[config.mk]
export PLATFORM = sky130hd
export DESIGN_NAME = kronos_seqcmp
export DESIGN_NICKNAME = d
export VERILOG_FILES = /design/src/rtl/kronos_cmp_pkg.sv /design/src/rtl/kronos_chunk_cmp.sv /design/src/rtl/kronos_seqcmp.sv
export SDC_FILE = /design/constraint.sdc
export NUM_CORES = 1
export LEC_CHECK = 0
export ABC_AREA = 1
export CORE_ASPECT_RATIO = 1.4
export CORE_MARGIN = 3
export CORE_UTILIZATION = 52
export CTS_BUF_LIST = sky130_fd_sc_hd__clkbuf_8
export DETAILED_ROUTE_END_ITERATION = 10
export GPL_ROUTABILITY_DRIVEN = 1
export GPL_TIMING_DRIVEN = 0
export PLACE_DENSITY = 0.91
export SYNTH_ARGS = -nofsm -noshare
export SYNTH_HDL_FRONTEND = slang
export SYNTH_SLANG_ARGS = --single-unit
[constraint.sdc]
create_clock -name clk -period 2.3 [get_ports clk]
set_input_delay 0.69 -clock clk [delete_from_list [all_inputs] [get_ports clk]]
set_output_delay 0.69 -clock clk [all_outputs]
set_load 0.02 [all_outputs]
[src/rtl/kronos_cmp_pkg.sv]
`default_nettype none
// ============================================================================
// Module      : kronos_cmp_pkg
// Description : Shared types for the sequential magnitude comparator. Holds
//               the result codes, the controller states and the code-merge
//               helper.
// Revision    : 1.0 - initial release
// ============================================================================
package kronos_cmp_pkg;

  // Result code. The value 2'b11 is never produced.
  typedef enum logic [1:0] {
    CMP_EQ = 2'b00,
    CMP_LT = 2'b01,
    CMP_GT = 2'b10
  } cmp_t;

  // Controller states.
  typedef enum logic [1:0] {
    IDLE = 2'b00,
    CMP  = 2'b01,
    DONE = 2'b10
  } seqcmp_state_t;

  // Merge a more-significant code with a less-significant one. The upper
  // code decides unless it reports equality.
  function automatic cmp_t cmp_merge(input cmp_t hi, input cmp_t lo);
    return (hi != CMP_EQ) ? hi : lo;
  endfunction

endpackage
`default_nettype wire

[src/rtl/kronos_chunk_cmp.sv]
`default_nettype none
// ============================================================================
// Module      : kronos_chunk_cmp
// Description : Combinational compare of one W-bit slice. The result is
//               EQ, LT or GT, and the slice is treated as two's complement
//               when sgn is set.
// Revision    : 1.0 - initial release
// ============================================================================
module kronos_chunk_cmp
  import kronos_cmp_pkg::*;
#(
  parameter int W = 8
) (
  input  logic [W-1:0] a,
  input  logic [W-1:0] b,
  input  logic         sgn,
  output logic [1:0]   c
);

  logic w_lt;

  // Pick the signed or unsigned less-than, then encode the slice code.
  always_comb begin
    c    = CMP_EQ;
    w_lt = sgn ? ($signed(a) < $signed(b)) : (a < b);
    if (a == b) begin
      c = CMP_EQ;
    end else if (w_lt) begin
      c = CMP_LT;
    end else begin
      c = CMP_GT;
    end
  end

endmodule
`default_nettype wire

[src/rtl/kronos_seqcmp.sv]
`default_nettype none
// ============================================================================
// Module      : kronos_seqcmp
// Description : Sequential magnitude comparator. Compares two WIDTH-bit
//               operands one CHUNK-bit slice per cycle, starting at the MSB
//               slice, and stops at the first slice that differs. Requests
//               and responses use valid/ready handshakes.
// Revision    : 1.0 - initial release
// ============================================================================
module kronos_seqcmp
  import kronos_cmp_pkg::*;
#(
  parameter  int WIDTH  = 32,
  parameter  int CHUNK  = 8,
  localparam int NCHUNK = WIDTH / CHUNK,
  localparam int SW     = $clog2(NCHUNK + 1)
) (
  input  logic             clk,
  input  logic             rst,
  input  logic             req_vld,
  output logic             req_rdy,
  input  logic [WIDTH-1:0] req_a,
  input  logic [WIDTH-1:0] req_b,
  input  logic             req_signed,
  output logic             rsp_vld,
  input  logic             rsp_rdy,
  output logic [1:0]       rsp_cmp,
  output logic [SW-1:0]    rsp_steps
);

  localparam int            IW        = (NCHUNK > 1) ? $clog2(NCHUNK) : 1;
  localparam logic [IW-1:0] c_idx_top = IW'(NCHUNK - 1);

  generate
    if ((CHUNK < 1) || (CHUNK > WIDTH) || ((WIDTH % CHUNK) != 0)) begin : g_param_check
      $fatal(1, "kronos_seqcmp: WIDTH must be a non-zero multiple of CHUNK");
    end
  endgenerate

  seqcmp_state_t                r_state;
  seqcmp_state_t                w_state_nxt;
  logic [NCHUNK-1:0][CHUNK-1:0] r_a;
  logic [NCHUNK-1:0][CHUNK-1:0] r_b;
  logic                         r_sgn;
  logic [IW-1:0]                r_idx;
  logic [SW-1:0]                r_steps;
  logic [1:0]                   r_cmp;
  logic [SW-1:0]                r_rsp_steps;

  logic [CHUNK-1:0]             w_sa;
  logic [CHUNK-1:0]             w_sb;
  logic                         w_ssgn;
  logic [1:0]                   w_code;
  logic                         w_last;

  // Slice select. With a single slice there is nothing to index.
  generate
    if (NCHUNK == 1) begin : g_single
      assign w_sa = r_a[0];
      assign w_sb = r_b[0];
    end else begin : g_multi
      assign w_sa = r_a[r_idx];
      assign w_sb = r_b[r_idx];
    end
  endgenerate

  // Only the top slice carries the sign. Lower slices are plain magnitudes.
  assign w_ssgn = r_sgn && (r_idx == c_idx_top);

  kronos_chunk_cmp #(
    .W   (CHUNK)
  ) u_chunk_cmp (
    .a   (w_sa),
    .b   (w_sb),
    .sgn (w_ssgn),
    .c   (w_code)
  );

  // A differing slice is final. Slice 0 is the last one to examine.
  assign w_last = (w_code != CMP_EQ) || (r_idx == '0);

  // State register.
  always_ff @(posedge clk) begin
    if (rst) begin
      r_state <= IDLE;
    end else begin
      r_state <= w_state_nxt;
    end
  end

  // Next-state logic and handshake outputs.
  always_comb begin
    w_state_nxt = r_state;
    req_rdy     = 1'b0;
    rsp_vld     = 1'b0;
    unique case (r_state)
      IDLE: begin
        req_rdy = 1'b1;
        if (req_vld) begin
          w_state_nxt = CMP;
        end
      end
      CMP: begin
        if (w_last) begin
          w_state_nxt = DONE;
        end
      end
      DONE: begin
        rsp_vld = 1'b1;
        if (rsp_rdy) begin
          w_state_nxt = IDLE;
        end
      end
      default: begin
        w_state_nxt = IDLE;
      end
    endcase
  end

  // Operand capture, slice walk and result registration.
  always_ff @(posedge clk) begin
    if (rst) begin
      r_a         <= '0;
      r_b         <= '0;
      r_sgn       <= 1'b0;
      r_idx       <= '0;
      r_steps     <= '0;
      r_cmp       <= CMP_EQ;
      r_rsp_steps <= '0;
    end else begin
      if ((r_state == IDLE) && req_vld) begin
        r_a     <= req_a;
        r_b     <= req_b;
        r_sgn   <= req_signed;
        r_idx   <= c_idx_top;
        r_steps <= '0;
      end else if (r_state == CMP) begin
        r_steps <= r_steps + SW'(1);
        if (w_last) begin
          r_cmp       <= w_code;
          r_rsp_steps <= r_steps + SW'(1);
        end else begin
          r_idx <= r_idx - IW'(1);
        end
      end
    end
  end

  assign rsp_cmp   = r_cmp;
  assign rsp_steps = r_rsp_steps;

endmodule
`default_nettype wire

# --- Word level (Yosys, flattened, before mapping) ---
# Index checks and enable logic that the tools add are counted.
classes:
  order_cmp: 3
  n_addsub: 2
  n_bitwise: 1
  reduce_logical: 11
  n_mux: 16
  eq_ne: 8
op_table:
  columns: ["operator", "count"]
  rows:
  - ["$bmux 8 s2", 2]
  - ["$lt 8x8->1", 2]
  - ["$mux 2", 8]
  - ["$mux 8", 2]
  - ["$eq 8x8->1", 1]
  - ["$ne 2x2->1 const B", 3]
  - ["$pmux 2 s3", 1]
  - ["$reduce_and 3->1", 2]
  - ["$eq 2x2->1 const B", 2]
  - ["$logic_not 2->1", 2]
  - ["$reduce_bool 2->1", 2]
  - ["$add 3x1->3 const B", 1]
  - ["$lt 2x3->1 const B", 1]
  - ["$mux 1", 3]
  - ["$eq 2x1->1 const B", 1]
  - ["$logic_and 1x1->1", 2]
  - ["$ne 2x1->1 const B", 1]
  - ["$reduce_and 2->1", 1]
  - ["$reduce_or 2->1", 1]
  - ["$sub 2x1->2 const B", 1]
  - ["$logic_or 1x1->1", 1]
  - ["$not 1->1", 1]
totals:
  word_cells: 55
  reg_bits: 77
  in_bits: 69
  output_inout_bits: 7

# --- Depth between registers and ports, before layout ---
# Gate-level depths: netlist of run 1.
logic_depth:
  ltp_word: 11
  ltp_mapped: 16
  ltp_nobuf: 14

# --- By module ---
# Synthesis of run 1 repeated with hierarchy kept, for this count alone.
hier_totals:
  cells_unflattened: 489
  area_unflattened_um2: 3462.1
by_module_without_submodules:
  columns: ["mod", "n_inst", "area_each_um2", "seq_area_each_um2", "cells_per_inst"]
  rows:
  - ["kronos_seqcmp", 1, 3213.1, 1541.5, 445]
  - ["kronos_chunk_cmp", 1, 249.0, 0.0, 44]

# --- Least setup slack after synthesis of run 1 ---
# OpenSTA, ideal clock, no wires.
synth_timing:
  kind: "flip-flop to flip-flop"
  startpoint: "register r_idx[0]"
  endpoint: "register r_rsp_steps[0] (netlist: rsp_steps[0])"
  arrival_time_ps: 1974
  required_ps: 2182
  stages_incl_launch_ff: 15
  synth_period_minus_slack_ps: 2093
  setup_ps: 118
  n_path_buf: 2
  slack_ps: 207
  path_cell_list: "dfxtp_1 buf_2 clkbuf_1 a21oi_1 a32o_1 ha_1 nand2_2 nor2_4 nand2_1 nor2_2 inv_1 nand2_2 inv_2 o21ai_2 a21oi_2"
synth_via:
  elab_chain_len: 9
  word_cells_on_any_way: 16
  cone_classes: "order compare: 2; eq/ne: 2; mux: 7; reduce/logical: 5"
synth_rtl:
  columns: ["element", "line_no", "source"]
  rows:
  - ["start: declaration", "kronos_seqcmp.sv:45", "logic [IW-1:0] r_idx;"]
  - ["start signal: assignment", "kronos_seqcmp.sv:135", "r_idx <= c_idx_top;"]
  - ["start signal: assignment", "kronos_seqcmp.sv:143", "r_idx <= r_idx - IW'(1);"]
  - ["$bmux 8 s2 (on tied branches)", "kronos_seqcmp.sv:62, kronos_seqcmp.sv:63", null]
  - ["$mux 8 (on tied branches)", "kronos_seqcmp.sv:62, kronos_seqcmp.sv:63", null]
  - ["$lt 8x8->1", "kronos_chunk_cmp.sv:25", "w_lt = sgn ? ($signed(a) < $signed(b)) : (a < b);"]
  - ["$mux 1", "kronos_chunk_cmp.sv:25", null]
  - ["$mux 2", "kronos_chunk_cmp.sv:28", "end else if (w_lt) begin"]
  - ["$mux 2", "kronos_chunk_cmp.sv:26", "if (a == b) begin"]
  - ["$reduce_bool 2->1", "kronos_seqcmp.sv:80", "assign w_last = (w_code != CMP_EQ) || (r_idx == '0);"]
  - ["$logic_or 1x1->1 (*)", "kronos_seqcmp.sv:80", null]
  - ["$reduce_and 3->1 (no source line) (*)", null, null]
  - ["end signal: assignment", "kronos_seqcmp.sv:141", "r_rsp_steps <= r_steps + SW'(1);"]
  - ["end: declaration", "kronos_seqcmp.sv:48", "logic [SW-1:0] r_rsp_steps;"]
# Every way passes the cells marked *; elsewhere a longest branch is shown, timed or not. The select of a mux whose other input is x is not followed.
# A chain may end at the register's enable or synchronous reset.

# --- Worst setup path in the final report of run 1 ---
# Same ends and word-level chain as after synthesis.

==> impl_results.rst, run 1 <==
.. list-table::
   :header-rows: 1

   * - Metric
     - Value
   * - Clk sinks
     - 77
   * - Min Hold Slack
     - 0.489 ns
   * - Overall power
     - 0.00344 W
   * - Leakage power figure
     - roughly 1.9 nW
   * - Power per standard cell area
     - 749 nW/um^2
   * - Netlist cell types
     - 23
   * - FMAX
     - 452 MHz
   * - Final Hold Violating Endpoints
     - 0
   * - Slowest cell on the critical path
     - dfxtp_2
   * - Largest stage delay on the critical path
     - 0.33 ns
   * - Crit path cell chain
     - buf_6 -> inv_4 -> buf_6 -> nand2_1 -> a32o_1 -> ha_4 -> nand2_2 -> nor2_4 -> nand2_1 -> nor2_2 -> inv_1 -> nand2_4 -> inv_2 -> o21ai_2 -> a21oi_2
   * - Deepest level of the CTS H-tree
     - 3
   * - Cells after Synth
     - between 400 and 500
   * - Fraction of synthesized cell area taken by the top area cell type
     - 0.446
   * - Kind of start point of the critical path
     - register
   * - Yosys reg bits
     - 77
   * - Overflow left after global routing
     - 0
   * - Post-Synthesis Cell Area
     - 3450 um^2
   * - CP endpoint kind
     - register
   * - Number of search-and-repair iterations in the first detailed-routing pass
     - 5
   * - Synth warnings
     - 0
   * - Placeable core region
     - 6340 um^2
   * - Fin Clk Skew
     - 0.00681 ns
   * - Vias in the first global route
     - 3,403
   * - Initial core utilization
     - 0.545
   * - Final clock period utilization by the worst path
     - 0.961
   * - Remaining antenna violation count
     - 0
   * - Start point of the worst min-delay path
     - r_a[20]
   * - Seq/Total Area, Yosys
     - 0.446
   * - Largest fanout of any net on the critical path
     - 10
   * - Proportion of register bits with asynchronous set or reset after synthesis
     - 0
   * - Cell types with the largest area share after synthesis
     - dfxtp_1 45%, nor2_1 17%, o21ai_0 11%
   * - Slew Viols, Final
     - 0
   * - Detailed Route WL
     - 10,000 um
   * - Row count
     - 34
   * - Most common flop cell mapped by yosys
     - dfxtp_1
   * - Max VDD drop
     - 0.414 mV
   * - Synth-to-Final Area Change
     - 33.0%
   * - FF/Latch Area
     - 1540 um^2
   * - Avg Inst Size Synth
     - 7.20 um^2
   * - Pin count of the biggest net entering global routing
     - 13
   * - Leading cell type in the layout, fill and taps excluded
     - nor2_1
   * - Cts bufs inserted
     - 9
   * - Tightest Hold Check Type
     - register to register
   * - Fraction of layout cells with a size suffix above 1
     - 0.110
   * - Horizontal extent of the die
     - 74.9 um
   * - Final-stage net count
     - 646
   * - Gr usage total
     - 0.257
   * - Clock insertion delay at the later pin of the skew report
     - 0.36 ns
   * - Run status
     - complete, no violations
   * - Crit path DAT
     - 2.46 ns
   * - Total via count in the routed design
     - between 3,000 and 4,000
   * - Launch instance of the worst register-to-register path
     - r_idx[0]
   * - Number of enable-type register cells in the synthesized netlist
     - 0
   * - WS Path Type
     - register to register
   * - Pre-CTS setup slack
     - -0.204 ns
   * - Port Buffer Count
     - 74
   * - Initial antenna violation count
     - 0
   * - Clock transition time at the flip-flop clock pins of the worst setup and hold paths
     - roughly 0.070 ns
   * - DRC viols
     - 0
   * - TritonCTS clock tree
     - done
   * - Total area of multi-input combinational cells
     - around 1700 um^2
   * - Max_slew headroom
     - 0.718
   * - Deepest clock path buffer count
     - 2
   * - Fin crit period
     - between 2 and 2.5 ns
   * - Cells on worst reg2reg path
     - 15
   * - Placer's final routability congestion estimate
     - slightly above 0.9
   * - Detail Placement HPWL
     - 7030 um
   * - Worst endpoint required time
     - roughly 2.6 ns
   * - Fillers
     - 485
   * - Routed len/inst
     - between 15 and 20 um
   * - Full die area
     - around 7700 um^2
   * - Slew of the pin with the lowest slew margin
     - around 0.42 ns
   * - Die Ht
     - a little over 100 um
   * - Initial DRC count
     - between 200 and 300
   * - Root cell of the clock tree
     - clkbuf_8
   * - Number of diodes added for antenna fixing
     - 0
   * - Worst setup path start
     - r_idx[0]
   * - Most frequent cells in the layout
     - 155 x nor2_1, 75 x dfxtp_1, 74 x clkdlybuf4s50_1, 67 x o21ai_0, 54 x nand2_1
   * - Number of setup violations in the final report
     - 0
   * - Number of I/O pins
     - 76
   * - Final worst slack
     - 0.0895 ns
   * - Wire length of the first global-routing pass
     - 14,800 um
   * - Mean number of vias per cell
     - 5.63
   * - Maximum capacitance violations
     - 0
   * - Worst hold path stage count
     - 2
   * - Post-synth top area cell
     - dfxtp_1
   * - Post-Synthesis Net Count
     - 560
## cells in the mapped netlist (2+ instances only)
cell type and number:
nor2_1 156, o21ai_0 73, o22ai_1 8, inv_2 6
inv_1 11, clkbuf_1 8, buf_2 17, nor2_2 2
nand3_1 4, clkbuf_2 2, dfxtp_1 77, nand2_2 3
o21ai_1 11, a21oi_1 19, nand2_1 54, ha_1 11
a32o_1 8, buf_6 5
## cell families after synthesis
| group | after synthesis | share of synthesized area |
|---|---|---|
| xor+xnor | 1 | 0.00254 |
| fa+ha+maj | 11 | 0.0398 |
| flops | 77 | 0.446 |
| buf+inv | 49 | 0.0710 |
| compound gates | 122 | 0.194 |
| simple gates | 220 | 0.246 |
## final cells by class
cell class / count / area share
flip-flops and latches: 77 / 0.336
repair buffers: 75 / 0.163
inverters: 17 / 0.0150
plain buffers: 32 / 0.0504
clock buffers: 13 / 0.0389
clock inverters: 3 / 0.00408
well taps: 72 / 0.0196
multi-input cells: 354 / 0.373
## report_power, final
part           switching, W  internal, W
registers         0.0000789      0.00146
clock network      0.000494     0.000506
logic              0.000492     0.000413
total               0.00106      0.00237
## layer usage
layer	track usage	vias to the layer above	part of all wire
met5	0	-	0
met4	0.160	0	0.053
li1	-	1748	-
met2	0.447	178	0.51
met3	0.0561	62	0.056
met1	0.273	1634	0.38
## metrics by stage
stage / std cells / TNS [ns] / util / area, um^2
after floorplan: 480 / 0 / - / 3450
after global placement: 626 / -0.587 / 0.676 / 4290
after detailed placement: 626 / -1.05 / 0.676 / 4290
after CTS: 642 / 0 / 0.714 / 4520
after global routing: 643 / -0.0324 / 0.725 / 4590
final: 643 / 0 / 0.725 / 4590
## worst paths after layout
kind,endpoint,slack (ns)
worst max-delay path,rsp_steps[0],0.09
worst max register to register,rsp_steps[0],0.09
worst min-delay path,r_a[20],0.49
worst min register to register,r_a[20],0.49
## sequential cells by signal, indices dropped and copies added (netlist names)
| name | count |
|---|---|
| rsp_cmp | 2 |
| rsp_steps | 3 |
| r_state | 2 |
| r_idx | 2 |
| r_b | 32 |
| r_sgn | 1 |
| r_steps | 3 |
| r_a | 32 |
## worst max-delay path: cells and delay by family, from the launching register on
| family | cells | cell delay [ns] |
|---|---|---|
| DFF | 1 | 0.33 |
| buffers and inverters | 5 | 0.52 |
| AOI/OAI and AO/OA | 3 | 0.41 |
| adders and majority gates | 1 | 0.29 |
| and+or+nand+nor | 6 | 0.54 |
## what timing repair did
action                                  in CTS  in global routing
resized for setup                           14                 21
setup buffers                                0                  1
endpoints found under the setup margin       9                  9
pin swaps                                    1                  2
hold buffers                                 0                  0
(Power assumes the default switching activity.)
==> inputs of run 2 (changes only) <==
--- a/config.mk
+++ b/config.mk
@@ -5,7 +5,6 @@
 export SDC_FILE = /design/constraint.sdc
 export NUM_CORES = 1
 export LEC_CHECK = 0
-export ABC_AREA = 1
 export CORE_ASPECT_RATIO = 1.4
 export CORE_MARGIN = 3
 export CORE_UTILIZATION = 52
==> run 2 against run 1 <==
  * The flow now finishes with violations (negative setup slack)
  * Sequential cell count unchanged
  * Critical path type unchanged
  * Final cell count down 12%
  * Synthesized cell count down 18%
  * Via count down 11%
  * Count of clock-buffer cells in the layout unchanged
  * Cell area up 2.1%
  * Sequential share of layout area down 0.66 points
  * Largest power group unchanged
  * Combinational power about the same
  * Core utilization up 2.5 points
  * Clock power up 22%
==> impl_results.rst, run 2 <==
.. list-table::
   :header-rows: 1

   * - Metric
     - Value
   * - Clock transition time at the flip-flop clock pins of the worst setup and hold paths
     - 0.08 ns (about the same)
   * - Leading cell type in the layout, fill and taps excluded
     - nand2_1
   * - Worst endpoint required time
     - 2.53 ns (-0.02 ns)
   * - Slowest cell on the critical path
     - dfxtp_1
   * - Most frequent CP cell
     - buf_6
   * - Final Hold Violating Endpoints
     - 0 (unchanged)
   * - Maximum capacitance violations
     - 0 (unchanged)
   * - Cell types with the largest area share after synthesis
     - dfxtp_1 46%, nand2_1 15%, mux4_2 11%
   * - Post-Synthesis Net Count
     - 476 (-15%)
   * - Detail Placement HPWL
     - 6650 um (-5.4%)
   * - Initial DRC count
     - 280 (-4.8%)
   * - Crit path cell chain
     - buf_6 -> buf_6 -> mux4_2 -> ha_4 -> nand4_1 -> buf_6 -> o311a_4 -> mux2i_1 -> nor2_1
   * - Pre-CTS setup slack
     - -0.304 ns (-0.0995 ns)
   * - Seq/Total Area, Yosys
     - 0.455 (+0.00890)
   * - Post-Synthesis Cell Area
     - 3390 um^2 (-2.0%)
   * - Number of setup violations in the final report
     - 8 (+8)
   * - Number of search-and-repair iterations in the first detailed-routing pass
     - 5 (unchanged)
   * - Cell with the most instances after synthesis
     - nand2_1
   * - Cts bufs inserted
     - 9 (unchanged)
   * - Core utilization of the finished layout
     - 0.750 (+0.0253)
   * - Placeable core region
     - 6250 um^2 (-1.3%)
   * - Routed len/inst
     - 17.0 um (+8.9%)
   * - Avg Inst Size Synth
     - 8.55 um^2 (+19%)
   * - CP endpoint kind
     - register
   * - Deepest clock path buffer count
     - 2 (unchanged)
   * - DRC viols
     - 0 (unchanged)
   * - Largest stage delay on the critical path
     - 0.37 ns (+0.04 ns)
   * - Setup repair after global routing missed its margin
     - yes
   * - Post-synth top area cell
     - dfxtp_1
   * - Most frequent cells in the layout
     - 134 x nand2_1, 76 x dfxtp_1, 72 x clkdlybuf4s50_1, 70 x a21oi_1, 16 x mux4_2
   * - Slew of the pin with the lowest slew margin
     - 0.616 ns (+0.193 ns)
   * - Initial antenna violation count
     - 0 (unchanged)
   * - Overall power
     - 0.00363 W (+5.5%)
   * - Die Ht
     - 101 um (-0.92%)
   * - Leakage power figure
     - 1.77 nW (-6.6%)
   * - Tightest Hold Check Type
     - register to register
   * - Min Hold Slack
     - 0.455 ns (-0.0341 ns)
   * - Failing checks
     - negative setup slack
   * - Fraction of layout cells with a size suffix above 1
     - 0.162 (+0.0519)
   * - Port Buffer Count
     - 74 (unchanged)
   * - Wire length of the first global-routing pass
     - 14,900 um (+0.93%)
   * - Overflow left after global routing
     - 0 (unchanged)
   * - Final clock period utilization by the worst path
     - 1.04 (+0.0744)
   * - Proportion of register bits with asynchronous set or reset after synthesis
     - 0 (unchanged)
   * - Crit path DAT
     - 2.61 ns (+0.15 ns)
   * - Max_slew headroom
     - 0.590 (-0.129)
   * - Synth warnings
     - 0 (unchanged)
   * - Deepest level of the CTS H-tree
     - 3 (unchanged)
   * - Number of placed instances, taps included
     - 542 (-13%)
   * - Slew Viols, Final
     - 0 (unchanged)
   * - Number of standard cells in the final layout excluding fillers
     - 565 (-12%)
   * - Detailed Route WL
     - 9610 um (-4.3%)
   * - Pin count of the biggest net entering global routing
     - 13 (unchanged)
   * - Kind of start point of the critical path
     - register
   * - Fin Clk Skew
     - 0.0111 ns (+0.00424 ns)
   * - Total via count in the routed design
     - 3,236 (-11%)
   * - Final-stage net count
     - 568 (-12%)
   * - Post-cts hold buffer count
     - 0 (unchanged)
   * - WS Path Type
     - register to register
   * - Yosys reg bits
     - 77 (unchanged)
   * - Top Registers
     - r_a x32, r_b x32
   * - Root cell of the clock tree
     - clkbuf_8
   * - Synth cell count leaders
     - 134 x nand2_1, 77 x dfxtp_1, 71 x a21oi_1, 16 x mux4_2, 16 x nor2_1
   * - Cells after Synth
     - 396 (-18%)
   * - Gr usage total
     - 0.268 (+0.0112)
   * - Row count
     - 34 (unchanged)
   * - Power per standard cell area
     - 774 nW/um^2 (+3.3%)
   * - Final worst slack
     - -0.0816 ns (-0.171 ns)
   * - Mean number of vias per cell
     - 5.73 (+1.7%)
   * - Initial core utilization
     - 0.542 (-0.00339)
   * - Horizontal extent of the die
     - 74.2 um (-0.90%)
   * - Fraction of synthesized cell area taken by the top area cell type
     - 0.455 (+0.00890)
   * - Clock insertion delay at the later pin of the skew report
     - 0.36 ns (about the same)
   * - Netlist cell types
     - 33 (+43%)
   * - Remaining antenna violation count
     - 0 (unchanged)
   * - Placer's final routability congestion estimate
     - 0.845 (-7.7%)
   * - FMAX
     - 420 MHz (-7.2%)
   * - Largest fanout of any net on the critical path
     - 10 (unchanged)
   * - Max VDD drop
     - 0.492 mV (+19%)
   * - Run status
     - finished with violations
   * - Vias in the first global route
     - 3,206 (-5.8%)
   * - Most common flop cell mapped by yosys
     - dfxtp_1
   * - Number of enable-type register cells in the synthesized netlist
     - 0 (unchanged)
   * - Number of I/O pins
     - 76 (unchanged)
   * - Synth-to-Final Area Change
     - 38.5%
   * - Full die area
     - 7530 um^2 (-1.8%)
   * - TritonCTS clock tree
     - done
   * - Number of diodes added for antenna fixing
     - 0 (unchanged)
   * - Fin crit period
     - 2.38 ns (+0.171 ns)
   * - Clk sinks
     - 77 (unchanged)
[run 2: cell types whose count changed after synthesis, moves of 8 or more]
cell | previous run | this run
o21ai_1 | 11 | 0
o21ai_0 | 73 | 4
nand2_1 | 54 | 134
o22ai_1 | 8 | 0
nor2_1 | 156 | 16
mux4_2 | 0 | 16
a32o_1 | 8 | 0
a21oi_1 | 19 | 71
[run 2: logic make-up (layout without fill, tap and decap cells)]
logic type,count (synthesis),in the layout,share of synthesized area
compound gates,83,83,0.130
xor+xnor,2,2,0.00517
fa+ha+maj,11,11,0.0406
buf+inv,38,135,0.0536
flops,77,77,0.455
mux,18,18,0.113
simple gates,167,167,0.203
[run 2: final cells by class]
type,instances,area (um^2)
Tap cell,72,90.1
Clock buffer,13,179
Buffer,26,160
Inverter,11,41.3
Timing Repair Buffer,82,810
Multi-Input combinational cell,281,1800
Sequential cell,77,1550
Clock inverter,3,65.1
Fill cell,403,1560
[run 2: critical path, delay by kind of cell, from the launching register on]
kind / cells / cell delay, ns
DFF: 1 / 0.37
muxes: 2 / 0.55
adders and majority gates: 1 / 0.29
AOI/OAI and AO/OA: 1 / 0.35
buffers and inverters: 3 / 0.51
and+or+nand+nor: 2 / 0.15
[run 2: path summary, 6_finish.rpt]
check / startpoint / end / slack [ns] / depth (start not counted)
max: r_idx[1] / rsp_steps[1] / -0.08 / 9
min: rsp_cmp[1] / rsp_cmp[1] / 0.45 / 2
max reg2reg: r_idx[1] / rsp_steps[1] / -0.08 / 9
min reg2reg: rsp_cmp[1] / rsp_cmp[1] / 0.45 / 2
[run 2: metrics by stage]
stage | area [um^2] | TNS, ns
6_report | 4690 | -0.235
3_5_place_dp | 4290 | -2.27
2_1_floorplan | 3460 | -0.0310
3_3_place_gp | 4290 | -1.90
4_1_cts | 4640 | -0.651
5_1_grt | 4690 | -1.16
[run 2: where the power goes]
part | switching (W) | internal (W) | total [W]
logic | 0.000464 | 0.000444 | 0.000908
registers | 0.0000639 | 0.00144 | 0.00150
clock network | 0.000490 | 0.000728 | 0.00122
[run 2: per-layer routing]
layer / vias to the layer above / wire, um / GRT usage
met5: - / 0 / 0
met4: 0 / 472 / 0.162
met3: 43 / 570 / 0.0506
met2: 148 / 5080 / 0.469
met1: 1529 / 3490 / 0.294
li1: 1516 / - / -
[run 2: timing repair]
item	in CTS	in global routing
endpoints found under the hold margin	0	0
pin swaps	7	7
resized for setup	10	18
endpoints found under the setup margin	9	11
buffers inserted	7	1
